`config.mk`:
```
export PLATFORM = sky130hd
export DESIGN_NAME = vector_issue_sequencer_flat
export DESIGN_NICKNAME = d
export VERILOG_FILES = /design/src/rtl/vector_issue_sequencer_pkg.sv /design/src/rtl/vector_issue_sequencer_if.sv /design/src/rtl/vector_issue_sequencer_tail_mask.sv /design/src/rtl/vector_issue_sequencer.sv /design/src/flat_wrapper.sv
export SDC_FILE = /design/constraint.sdc
export NUM_CORES = 1
export LEC_CHECK = 0
export CAP_MARGIN = 20
export CORE_MARGIN = 5
export CORE_UTILIZATION = 53
export DETAILED_ROUTE_END_ITERATION = 12
export HOLD_SLACK_MARGIN = 0.12
export PLACE_DENSITY = 0.95
export SETUP_SLACK_MARGIN = 0.2
export SLEW_MARGIN = 30
export SYNTH_ARGS = -nofsm -noshare
export SYNTH_HDL_FRONTEND = slang
export SYNTH_SLANG_ARGS = --single-unit
```
`constraint.sdc`:
```
create_clock -name clk -period 10.3 [get_ports clk]
set_clock_uncertainty 0.05 [all_clocks]
set_input_delay 1.545 -clock clk [delete_from_list [all_inputs] [get_ports clk]]
set_output_delay 1.545 -clock clk [all_outputs]
set_load 0.005 [all_outputs]
```
`src/rtl/vector_issue_sequencer_pkg.sv`:
```
// Shared types and encodings for the vector issue sequencer.
package vector_issue_sequencer_pkg;

    typedef enum logic [1:0] {
        IDLE      = 2'd0,
        ISSUE     = 2'd1,
        WAIT_LOAD = 2'd2
    } vseq_state_e;

    localparam logic [2:0] SEW_8  = 3'd0;
    localparam logic [2:0] SEW_16 = 3'd1;
    localparam logic [2:0] SEW_32 = 3'd2;
    localparam logic [2:0] SEW_64 = 3'd3;

    localparam logic [2:0] LMUL_1 = 3'd0;
    localparam logic [2:0] LMUL_2 = 3'd1;
    localparam logic [2:0] LMUL_4 = 3'd2;
    localparam logic [2:0] LMUL_8 = 3'd3;

    localparam int DEF_LANES_DATA_WIDTH = 64;
    localparam int DEF_MICROOP_BIT      = 9;
    localparam int DEF_VL_BITS          = 7;

    // Reserved sew/lmul codes (4..7) fold to code 0.
    function automatic logic [1:0] legal_code(input logic [2:0] code);
        return code[2] ? 2'd0 : code[1:0];
    endfunction

endpackage

```
`src/rtl/vector_issue_sequencer_if.sv`:
```
// Decoder-side instruction handshake plus lane-side uop bus.
interface vector_issue_sequencer_if
    import vector_issue_sequencer_pkg::*;
#(
    parameter int LANES_DATA_WIDTH = DEF_LANES_DATA_WIDTH,
    parameter int MICROOP_BIT      = DEF_MICROOP_BIT,
    parameter int VL_BITS          = DEF_VL_BITS
) ();

    logic                          instr_valid;
    logic                          instr_ready;
    logic [MICROOP_BIT-1:0]        instr_alu_op;
    logic [4:0]                    instr_src1;
    logic [4:0]                    instr_src2;
    logic [4:0]                    instr_dest;
    logic [2:0]                    instr_lmul;
    logic [2:0]                    instr_sew;
    logic [VL_BITS-1:0]            instr_vl;
    logic                          instr_load;
    logic                          instr_store;
    logic                          instr_indexed;
    logic                          instr_masked;
    logic                          instr_wb_en;

    logic                          lane_stall;
    logic                          load_done;

    logic                          uop_valid;
    logic [MICROOP_BIT-1:0]        uop_alu_op;
    logic [4:0]                    uop_src1;
    logic [4:0]                    uop_src2;
    logic [4:0]                    uop_dest;
    logic [LANES_DATA_WIDTH/8-1:0] uop_mask_bits;
    logic [2:0]                    uop_sew;
    logic                          uop_load;
    logic                          uop_store;
    logic                          uop_indexed;
    logic                          uop_masked;
    logic                          uop_wb_en;

    logic                          busy;
    logic                          illegal_cfg;

    modport master (
        output instr_valid, instr_alu_op, instr_src1, instr_src2, instr_dest,
               instr_lmul, instr_sew, instr_vl, instr_load, instr_store,
               instr_indexed, instr_masked, instr_wb_en, lane_stall, load_done,
        input  instr_ready, uop_valid, uop_alu_op, uop_src1, uop_src2, uop_dest,
               uop_mask_bits, uop_sew, uop_load, uop_store, uop_indexed,
               uop_masked, uop_wb_en, busy, illegal_cfg
    );

    modport slave (
        input  instr_valid, instr_alu_op, instr_src1, instr_src2, instr_dest,
               instr_lmul, instr_sew, instr_vl, instr_load, instr_store,
               instr_indexed, instr_masked, instr_wb_en, lane_stall, load_done,
        output instr_ready, uop_valid, uop_alu_op, uop_src1, uop_src2, uop_dest,
               uop_mask_bits, uop_sew, uop_load, uop_store, uop_indexed,
               uop_masked, uop_wb_en, busy, illegal_cfg
    );

endinterface

```
`src/rtl/vector_issue_sequencer_tail_mask.sv`:
```
// Tail byte-enables for one uop: the low min(rem << sew, bytes-per-reg)
// bits are set, where rem = vl_eff - idx*EPR.
module vector_issue_sequencer_tail_mask #(
    parameter int LANES_DATA_WIDTH = 64,
    parameter int VL_BITS          = 7
) (
    input  logic [VL_BITS-1:0]            vl_eff,
    input  logic [2:0]                    idx,
    input  logic [1:0]                    sew,
    output logic [LANES_DATA_WIDTH/8-1:0] mask_bits
);

    localparam int BYTES   = LANES_DATA_WIDTH / 8;
    localparam int EPR_LOG = $clog2(BYTES);
    localparam int W       = VL_BITS + 4;

    logic [4:0]   epr_log;
    logic [W-1:0] offset;
    logic [W-1:0] rem;
    logic [W-1:0] scaled;

    // Thermometer decode of the live byte count; saturates at a full register.
    always_comb begin
        epr_log = 5'(EPR_LOG) - {3'b000, sew};
        offset  = W'(idx) << epr_log;
        rem     = W'(vl_eff) - offset;
        scaled  = rem << sew;
        for (int b = 0; b < BYTES; b++) begin
            mask_bits[b] = (W'(b) < scaled);
        end
    end

endmodule

```
`src/rtl/vector_issue_sequencer.sv`:
```
// Splits a decoded vector instruction into one uop per register of its
// group, with tail byte-enables, holding on lane stalls and pausing after
// each load uop until the lane reports the load written back.
module vector_issue_sequencer
    import vector_issue_sequencer_pkg::*;
#(
    parameter int LANES_DATA_WIDTH = DEF_LANES_DATA_WIDTH,
    parameter int MICROOP_BIT      = DEF_MICROOP_BIT,
    parameter int VL_BITS          = DEF_VL_BITS
) (
    input logic                    clk,
    input logic                    rst,
    vector_issue_sequencer_if.slave bus
);

    localparam int BYTES   = LANES_DATA_WIDTH / 8;
    localparam int EPR_LOG = $clog2(BYTES);
    localparam int VW      = VL_BITS + 1;

    vseq_state_e state, state_next;

    logic [MICROOP_BIT-1:0] alu_q;
    logic [4:0]             src1_q, src2_q, dest_q;
    logic [1:0]             sew_q;
    logic [VL_BITS-1:0]     vl_eff_q;
    logic [2:0]             last_q;
    logic                   load_q, store_q, indexed_q, masked_q, wb_q;
    logic [2:0]             idx;
    logic                   more_q;
    logic                   illegal_q;

    logic                   accept;
    logic                   handled;
    logic                   ready;
    logic                   valid;
    logic                   busy;

    logic [1:0]             sew_in, lmul_in;
    logic [4:0]             epr_log_in;
    logic [VW-1:0]          vlmax_in;
    logic [VL_BITS-1:0]     vl_eff_in;
    logic [VL_BITS-1:0]     vl_m1_in;
    logic [2:0]             last_in;
    logic [BYTES-1:0]       mask_raw;

    assign accept  = bus.instr_valid && ready;
    assign handled = (state == ISSUE) && !bus.lane_stall;

    // Group geometry of the offered instruction, with reserved codes folded to 0.
    always_comb begin
        sew_in     = legal_code(bus.instr_sew);
        lmul_in    = legal_code(bus.instr_lmul);
        epr_log_in = 5'(EPR_LOG) - {3'b000, sew_in};
        vlmax_in   = VW'(1) << (epr_log_in + {3'b000, lmul_in});
        vl_eff_in  = ({1'b0, bus.instr_vl} > vlmax_in) ? VL_BITS'(vlmax_in) : bus.instr_vl;
        vl_m1_in   = vl_eff_in - VL_BITS'(1);
        last_in    = 3'(vl_m1_in >> epr_log_in);
    end

    // Instruction latch, loaded on every accept.
    always_ff @(posedge clk) begin
        if (rst) begin
            alu_q     <= '0;
            src1_q    <= '0;
            src2_q    <= '0;
            dest_q    <= '0;
            sew_q     <= '0;
            vl_eff_q  <= '0;
            last_q    <= '0;
            load_q    <= 1'b0;
            store_q   <= 1'b0;
            indexed_q <= 1'b0;
            masked_q  <= 1'b0;
            wb_q      <= 1'b0;
        end else if (accept) begin
            alu_q     <= bus.instr_alu_op;
            src1_q    <= bus.instr_src1;
            src2_q    <= bus.instr_src2;
            dest_q    <= bus.instr_dest;
            sew_q     <= sew_in;
            vl_eff_q  <= vl_eff_in;
            last_q    <= last_in;
            load_q    <= bus.instr_load;
            store_q   <= bus.instr_store;
            indexed_q <= bus.instr_indexed;
            masked_q  <= bus.instr_masked;
            wb_q      <= bus.instr_wb_en;
        end
    end

    // FSM state register.
    always_ff @(posedge clk) begin
        if (rst) state <= IDLE;
        else     state <= state_next;
    end

    // Next state and handshake outputs.
    always_comb begin
        state_next = state;
        ready      = 1'b0;
        valid      = 1'b0;
        busy       = 1'b1;
        unique case (state)
            IDLE: begin
                ready = 1'b1;
                busy  = 1'b0;
                if (accept && (bus.instr_vl != '0)) state_next = ISSUE;
            end
            ISSUE: begin
                valid = 1'b1;
                if (!bus.lane_stall) begin
                    if (load_q)              state_next = WAIT_LOAD;
                    else if (idx == last_q)  state_next = IDLE;
                end
            end
            WAIT_LOAD: begin
                if (bus.load_done) state_next = more_q ? ISSUE : IDLE;
            end
            default: state_next = IDLE;
        endcase
    end

    // Group index; also remembers whether uops remain across a load wait.
    always_ff @(posedge clk) begin
        if (rst) begin
            idx    <= '0;
            more_q <= 1'b0;
        end else if (accept) begin
            idx    <= '0;
            more_q <= 1'b0;
        end else if (handled) begin
            more_q <= (idx != last_q);
            if (idx != last_q) idx <= idx + 3'd1;
        end
    end

    // One-cycle pulse flagging a reserved sew/lmul on the accepted instruction.
    always_ff @(posedge clk) begin
        if (rst) illegal_q <= 1'b0;
        else     illegal_q <= accept && (bus.instr_lmul[2] || bus.instr_sew[2]);
    end

    vector_issue_sequencer_tail_mask #(
        .LANES_DATA_WIDTH (LANES_DATA_WIDTH),
        .VL_BITS          (VL_BITS)
    ) u_tail_mask (
        .vl_eff    (vl_eff_q),
        .idx       (idx),
        .sew       (sew_q),
        .mask_bits (mask_raw)
    );

    assign bus.instr_ready   = ready;
    assign bus.busy          = busy;
    assign bus.illegal_cfg   = illegal_q;
    assign bus.uop_valid     = valid;
    assign bus.uop_alu_op    = valid ? alu_q : '0;
    assign bus.uop_src1      = valid ? src1_q + 5'(idx) : '0;
    assign bus.uop_src2      = valid ? src2_q + 5'(idx) : '0;
    assign bus.uop_dest      = valid ? dest_q + 5'(idx) : '0;
    assign bus.uop_mask_bits = valid ? mask_raw : '0;
    assign bus.uop_sew       = valid ? {1'b0, sew_q} : '0;
    assign bus.uop_load      = valid && load_q;
    assign bus.uop_store     = valid && store_q;
    assign bus.uop_indexed   = valid && indexed_q;
    assign bus.uop_masked    = valid && masked_q;
    assign bus.uop_wb_en     = valid && wb_q;

endmodule
```
`src/flat_wrapper.sv`:
```
// flat-port wrapper written by rule: the top's interface ports become plain ports
module vector_issue_sequencer_flat import vector_issue_sequencer_pkg::*;
#(
    parameter int LANES_DATA_WIDTH = DEF_LANES_DATA_WIDTH,
    parameter int MICROOP_BIT      = DEF_MICROOP_BIT,
    parameter int VL_BITS          = DEF_VL_BITS
)
  (clk, rst, bus_instr_valid, bus_instr_alu_op, bus_instr_src1, bus_instr_src2, bus_instr_dest, bus_instr_lmul, bus_instr_sew, bus_instr_vl, bus_instr_load, bus_instr_store, bus_instr_indexed, bus_instr_masked, bus_instr_wb_en, bus_lane_stall, bus_load_done, bus_instr_ready, bus_uop_valid, bus_uop_alu_op, bus_uop_src1, bus_uop_src2, bus_uop_dest, bus_uop_mask_bits, bus_uop_sew, bus_uop_load, bus_uop_store, bus_uop_indexed, bus_uop_masked, bus_uop_wb_en, bus_busy, bus_illegal_cfg);
  vector_issue_sequencer_if #(.LANES_DATA_WIDTH(LANES_DATA_WIDTH), .MICROOP_BIT(MICROOP_BIT), .VL_BITS(VL_BITS)) bus_i ();
  input logic clk;
  input logic rst;
  input wire logic [$bits(bus_i.instr_valid)-1:0] bus_instr_valid;
  input wire logic [$bits(bus_i.instr_alu_op)-1:0] bus_instr_alu_op;
  input wire logic [$bits(bus_i.instr_src1)-1:0] bus_instr_src1;
  input wire logic [$bits(bus_i.instr_src2)-1:0] bus_instr_src2;
  input wire logic [$bits(bus_i.instr_dest)-1:0] bus_instr_dest;
  input wire logic [$bits(bus_i.instr_lmul)-1:0] bus_instr_lmul;
  input wire logic [$bits(bus_i.instr_sew)-1:0] bus_instr_sew;
  input wire logic [$bits(bus_i.instr_vl)-1:0] bus_instr_vl;
  input wire logic [$bits(bus_i.instr_load)-1:0] bus_instr_load;
  input wire logic [$bits(bus_i.instr_store)-1:0] bus_instr_store;
  input wire logic [$bits(bus_i.instr_indexed)-1:0] bus_instr_indexed;
  input wire logic [$bits(bus_i.instr_masked)-1:0] bus_instr_masked;
  input wire logic [$bits(bus_i.instr_wb_en)-1:0] bus_instr_wb_en;
  input wire logic [$bits(bus_i.lane_stall)-1:0] bus_lane_stall;
  input wire logic [$bits(bus_i.load_done)-1:0] bus_load_done;
  output wire logic [$bits(bus_i.instr_ready)-1:0] bus_instr_ready;
  output wire logic [$bits(bus_i.uop_valid)-1:0] bus_uop_valid;
  output wire logic [$bits(bus_i.uop_alu_op)-1:0] bus_uop_alu_op;
  output wire logic [$bits(bus_i.uop_src1)-1:0] bus_uop_src1;
  output wire logic [$bits(bus_i.uop_src2)-1:0] bus_uop_src2;
  output wire logic [$bits(bus_i.uop_dest)-1:0] bus_uop_dest;
  output wire logic [$bits(bus_i.uop_mask_bits)-1:0] bus_uop_mask_bits;
  output wire logic [$bits(bus_i.uop_sew)-1:0] bus_uop_sew;
  output wire logic [$bits(bus_i.uop_load)-1:0] bus_uop_load;
  output wire logic [$bits(bus_i.uop_store)-1:0] bus_uop_store;
  output wire logic [$bits(bus_i.uop_indexed)-1:0] bus_uop_indexed;
  output wire logic [$bits(bus_i.uop_masked)-1:0] bus_uop_masked;
  output wire logic [$bits(bus_i.uop_wb_en)-1:0] bus_uop_wb_en;
  output wire logic [$bits(bus_i.busy)-1:0] bus_busy;
  output wire logic [$bits(bus_i.illegal_cfg)-1:0] bus_illegal_cfg;
  assign bus_i.instr_valid = bus_instr_valid;
  assign bus_i.instr_alu_op = bus_instr_alu_op;
  assign bus_i.instr_src1 = bus_instr_src1;
  assign bus_i.instr_src2 = bus_instr_src2;
  assign bus_i.instr_dest = bus_instr_dest;
  assign bus_i.instr_lmul = bus_instr_lmul;
  assign bus_i.instr_sew = bus_instr_sew;
  assign bus_i.instr_vl = bus_instr_vl;
  assign bus_i.instr_load = bus_instr_load;
  assign bus_i.instr_store = bus_instr_store;
  assign bus_i.instr_indexed = bus_instr_indexed;
  assign bus_i.instr_masked = bus_instr_masked;
  assign bus_i.instr_wb_en = bus_instr_wb_en;
  assign bus_i.lane_stall = bus_lane_stall;
  assign bus_i.load_done = bus_load_done;
  assign bus_instr_ready = bus_i.instr_ready;
  assign bus_uop_valid = bus_i.uop_valid;
  assign bus_uop_alu_op = bus_i.uop_alu_op;
  assign bus_uop_src1 = bus_i.uop_src1;
  assign bus_uop_src2 = bus_i.uop_src2;
  assign bus_uop_dest = bus_i.uop_dest;
  assign bus_uop_mask_bits = bus_i.uop_mask_bits;
  assign bus_uop_sew = bus_i.uop_sew;
  assign bus_uop_load = bus_i.uop_load;
  assign bus_uop_store = bus_i.uop_store;
  assign bus_uop_indexed = bus_i.uop_indexed;
  assign bus_uop_masked = bus_i.uop_masked;
  assign bus_uop_wb_en = bus_i.uop_wb_en;
  assign bus_busy = bus_i.busy;
  assign bus_illegal_cfg = bus_i.illegal_cfg;
  vector_issue_sequencer #(.LANES_DATA_WIDTH(LANES_DATA_WIDTH), .MICROOP_BIT(MICROOP_BIT), .VL_BITS(VL_BITS)) u_core (.clk(clk), .rst(rst), .bus(bus_i));
endmodule
```
==> results.sh <==
export IMPL_cts_root_buf="clkbuf_8"
export IMPL_ctsResizeCount=0
export IMPL_synth_cell_types=57
export IMPL_grt_pass1_vias=3391
export IMPL_area_growth_pct=30.08
export IMPL_grt_max_degree=50
export IMPL_wl_um=9481
export IMPL_syn_inst=437
export IMPL_io_pins=91
export IMPL_hold_viol=0
export IMPL_portBuffers=89
export IMPL_cts_tree="done"
export IMPL_grt_pass1_wl_um=15320
export IMPL_vias=3375
export IMPL_synth_edf_count=0
export IMPL_placedInstanceArea_um2=4237
export IMPL_worstPathRequired_ns=10.46
export IMPL_startpoint_type="input port"
export IMPL_crit_slowest_cell="fa_1"
export IMPL_die_x_um=89.29
export IMPL_finalCritPeriodShare_pct=57.28
export IMPL_wl_per_cell_um=16.07
export IMPL_crit_type="input port to flop"
export IMPL_ir_worst_vdd_mv=0.09121
export IMPL_met2_usage_pct=43.20
export IMPL_min_path_type="flop to flop"
export IMPL_drive_gt1_share_pct=5.243
export IMPL_p_leak_nw=1.739
export IMPL_nNetsFinal=591
export IMPL_clock_fmax_mhz=169.5
export IMPL_setup_viol=0
export IMPL_hold_buffers=0
export IMPL_die_area_um2=7973
export IMPL_ys_seq_elements=48
export IMPL_final_util_pct=71.93
export IMPL_clkSinkCount=48
export IMPL_n_antenna_cell=0
export IMPL_placed_cells=582
export IMPL_row_count=28
export IMPL_synth_fp_nets=514
export IMPL_avgSynthCellArea_um2=7.625
export IMPL_dp_hpwl_um=6995
export IMPL_cts_buffer_depth=2
export IMPL_design_area_um2=4334
export IMPL_min_period_ns=5.900
export IMPL_path_cells="clkdlybuf4s50_1 -> nor2b_1 -> inv_1 -> fa_1 -> nand2b_1 -> nor2_1 -> inv_1 -> ha_1 -> nand4_1 -> a21oi_2 -> o21a_1 -> nand2_4 -> a22oi_1 -> ha_1 -> xnor2_1 -> a211oi_1 -> a311oi_1"
export IMPL_synthArstFlopShare_pct=0
export IMPL_start_util_pct=55.29
export IMPL_outcome="finished, final reports clean"
export IMPL_antenna_found_initial=0
export IMPL_tightestPinTransition_ns=0.6652
export IMPL_yosys_warnings=0
export IMPL_powerDensity_nw_per_um2=115.3
export IMPL_cts_buffers_inserted=5
export IMPL_endpoint_kind="flop"
export IMPL_overflow=0
export IMPL_postRouteAntennaNets=0
export IMPL_synthFlopType="dfxtp_1"
export IMPL_worstSkewPairLatency_ns=0.31
export IMPL_met1_usage_pct=27.99
export IMPL_met3_usage_pct=6.452
export IMPL_ys_seq_area_share_pct=28.84
export IMPL_rsz0062_at_grt="false"
export IMPL_critPathMaxFanout=9
export IMPL_vias_per_cell=5.720
export IMPL_slew_violations=0
export IMPL_max_stage_delay_ns=0.64
export IMPL_top_usage_layer="met2"
export IMPL_synth_area_um2=3332
export IMPL_drt_iter0_markers=269
export IMPL_whs_ns=0.4052
export IMPL_die_h_um=89.29
export IMPL_grt_use_total_pct=24.12
export IMPL_setup_tns_ns=0
export IMPL_clkTransAtPathRegs_ns=0.09
export IMPL_stdcell_count=590
export IMPL_gp_routability_congestion=0.9395
export IMPL_maxCapViolations=0
export IMPL_drtPass1Iterations=5
export IMPL_core_um2=6026
export IMPL_worstPathArrival_ns=6.06
export IMPL_slew_limit_headroom_pct=55.60
export IMPL_htree_levels=2
export IMPL_drc_errors=0
export IMPL_cts_setup_buffers=0
[kinds of logic (layout without fill, tap and decap cells)]
kind of cell,after synthesis,in the layout,share of synthesized area [%]
compound gates,99,99,18.96
xor+xnor,19,19,4.994
fa+ha+maj,30,30,12.39
buf+inv,42,120,5.332
flops,48,48,28.84
mux,7,7,2.178
other cells,1,1,0.1125
simple gates,191,191,27.19
[Yosys cell counts, types with 2 or more instances]
| library cell | n | area share, % |
|---|---|---|
| nand2_1 | 76 | 8.6 |
| dfxtp_1 | 48 | 29 |
| a21oi_1 | 47 | 7.1 |
| nor2_1 | 43 | 4.8 |
| ha_1 | 25 | 9.4 |
| and2_1 | 21 | 3.9 |
| inv_1 | 19 | 2.1 |
| clkbuf_1 | 18 | 2.0 |
| nor3_1 | 12 | 1.8 |
| xnor2_1 | 11 | 2.9 |
| a211oi_1 | 10 | 2.3 |
| o21ai_0 | 10 | 1.5 |
| nand3_1 | 8 | 1.2 |
| nor2b_1 | 8 | 1.5 |
| xor2_1 | 8 | 2.1 |
| nand2b_1 | 7 | 1.3 |
| fa_1 | 5 | 3.0 |
| mux2i_1 | 5 | 1.5 |
| a22oi_1 | 4 | 0.90 |
| a21o_1 | 3 | 0.68 |
| nand4_1 | 3 | 0.56 |
| o31ai_1 | 3 | 0.68 |
| a21boi_0 | 2 | 0.45 |
| a31oi_1 | 2 | 0.38 |
| buf_6 | 2 | 0.68 |
| mux2_2 | 2 | 0.68 |
| nand3b_1 | 2 | 0.45 |
| nor2b_4 | 2 | 0.83 |
| nor3b_1 | 2 | 0.45 |
| o211ai_1 | 2 | 0.45 |
[stage by stage]
step | power, mW | setup WS, ns
3_3_place_gp | 0.3718 | 4.450
6_report | 0.4998 | 4.400
2_1_floorplan | 0.3168 | 5.263
5_1_grt | 0.5272 | 4.117
3_5_place_dp | 0.3809 | 4.158
4_1_cts | 0.4994 | 4.467
[report_power, final]
| group | internal [mW] | switching, mW |
|---|---|---|
| clock network | 0.0544 | 0.0654 |
| registers | 0.199 | 0.0103 |
| logic | 0.0808 | 0.0901 |
| total | 0.334 | 0.166 |
[final cells by class]
class,instances,area [µm²]
multi-input cells,347,2193
fillers,432,1692
flip-flops and latches,48,960.9
repair buffers,92,913.4
well taps,75,93.84
clock buffers,6,82.58
inverters,20,75.07
clock inverters,2,15.01
[worst max-delay path: cells and delay by family]
kind / cells / cell delay, ns
and+or+nand+nor: 5 / 1.02
AOI/OAI and AO/OA: 5 / 1.25
xor gates and xnor gates: 1 / 0.21
adders and majority gates: 3 / 1.22
buffers and inverters: 3 / 0.81
[layout by cell type (no fill, tap or decap), types with 2 or more instances in the layout]
master	Yosys	layout
fa_1	5	5
nor2b_4	2	2
and2_1	21	22
a21oi_1	47	47
a22oi_1	4	4
mux2_2	2	2
nor2b_1	8	8
clkbuf_8	0	6
a31oi_1	2	2
o31ai_1	3	3
o211ai_1	2	2
xnor2_1	11	11
clkinvlp_4	0	2
clkdlybuf4s50_1	0	89
nor3_1	12	12
nand2b_1	7	7
buf_4	1	3
a21o_1	3	3
mux2i_1	5	5
o21ai_0	10	10
inv_1	19	19
nor2_1	43	43
nand3_1	8	8
a21boi_0	2	2
a211oi_1	10	10
nand2_1	76	76
ha_1	25	25
nand3b_1	2	2
xor2_1	8	8
nand4_1	3	3
nor3b_1	2	2
dfxtp_1	48	48
[path summary, 6_finish.rpt]
path / startpoint / slack, ns / cells past startpoint / endpoint
max: bus_instr_sew[2] / 4.40 / 17 / u_core.last_q[1]
min: u_core.alu_q[8] / 0.41 / 2 / u_core.alu_q[8]
max reg2reg: u_core.state[1] / 8.30 / 6 / u_core.last_q[2]
min reg2reg: u_core.alu_q[8] / 0.41 / 2 / u_core.alu_q[8]
[flip-flops by register name (all words and copies together), names as in the netlist, 2 cells and up]
signal and cells:
u_core.vl_eff_q 7, u_core.alu_q 9, u_core.idx 3, u_core.last_q 3, u_core.sew_q 2, u_core.state 2, u_core.dest_q 5, u_core.src1_q 5
u_core.src2_q 5
[per-layer routing]
| layer | vias up | share of wire, % |
|---|---|---|
| met4 | 0 | 1.9 |
| met2 | 150 | 51 |
| met1 | 1569 | 39 |
| met3 | 22 | 8.3 |
| li1 | 1634 | - |
| met5 | - | 0 |
Note: power is estimated with default switching activity, not from simulation.
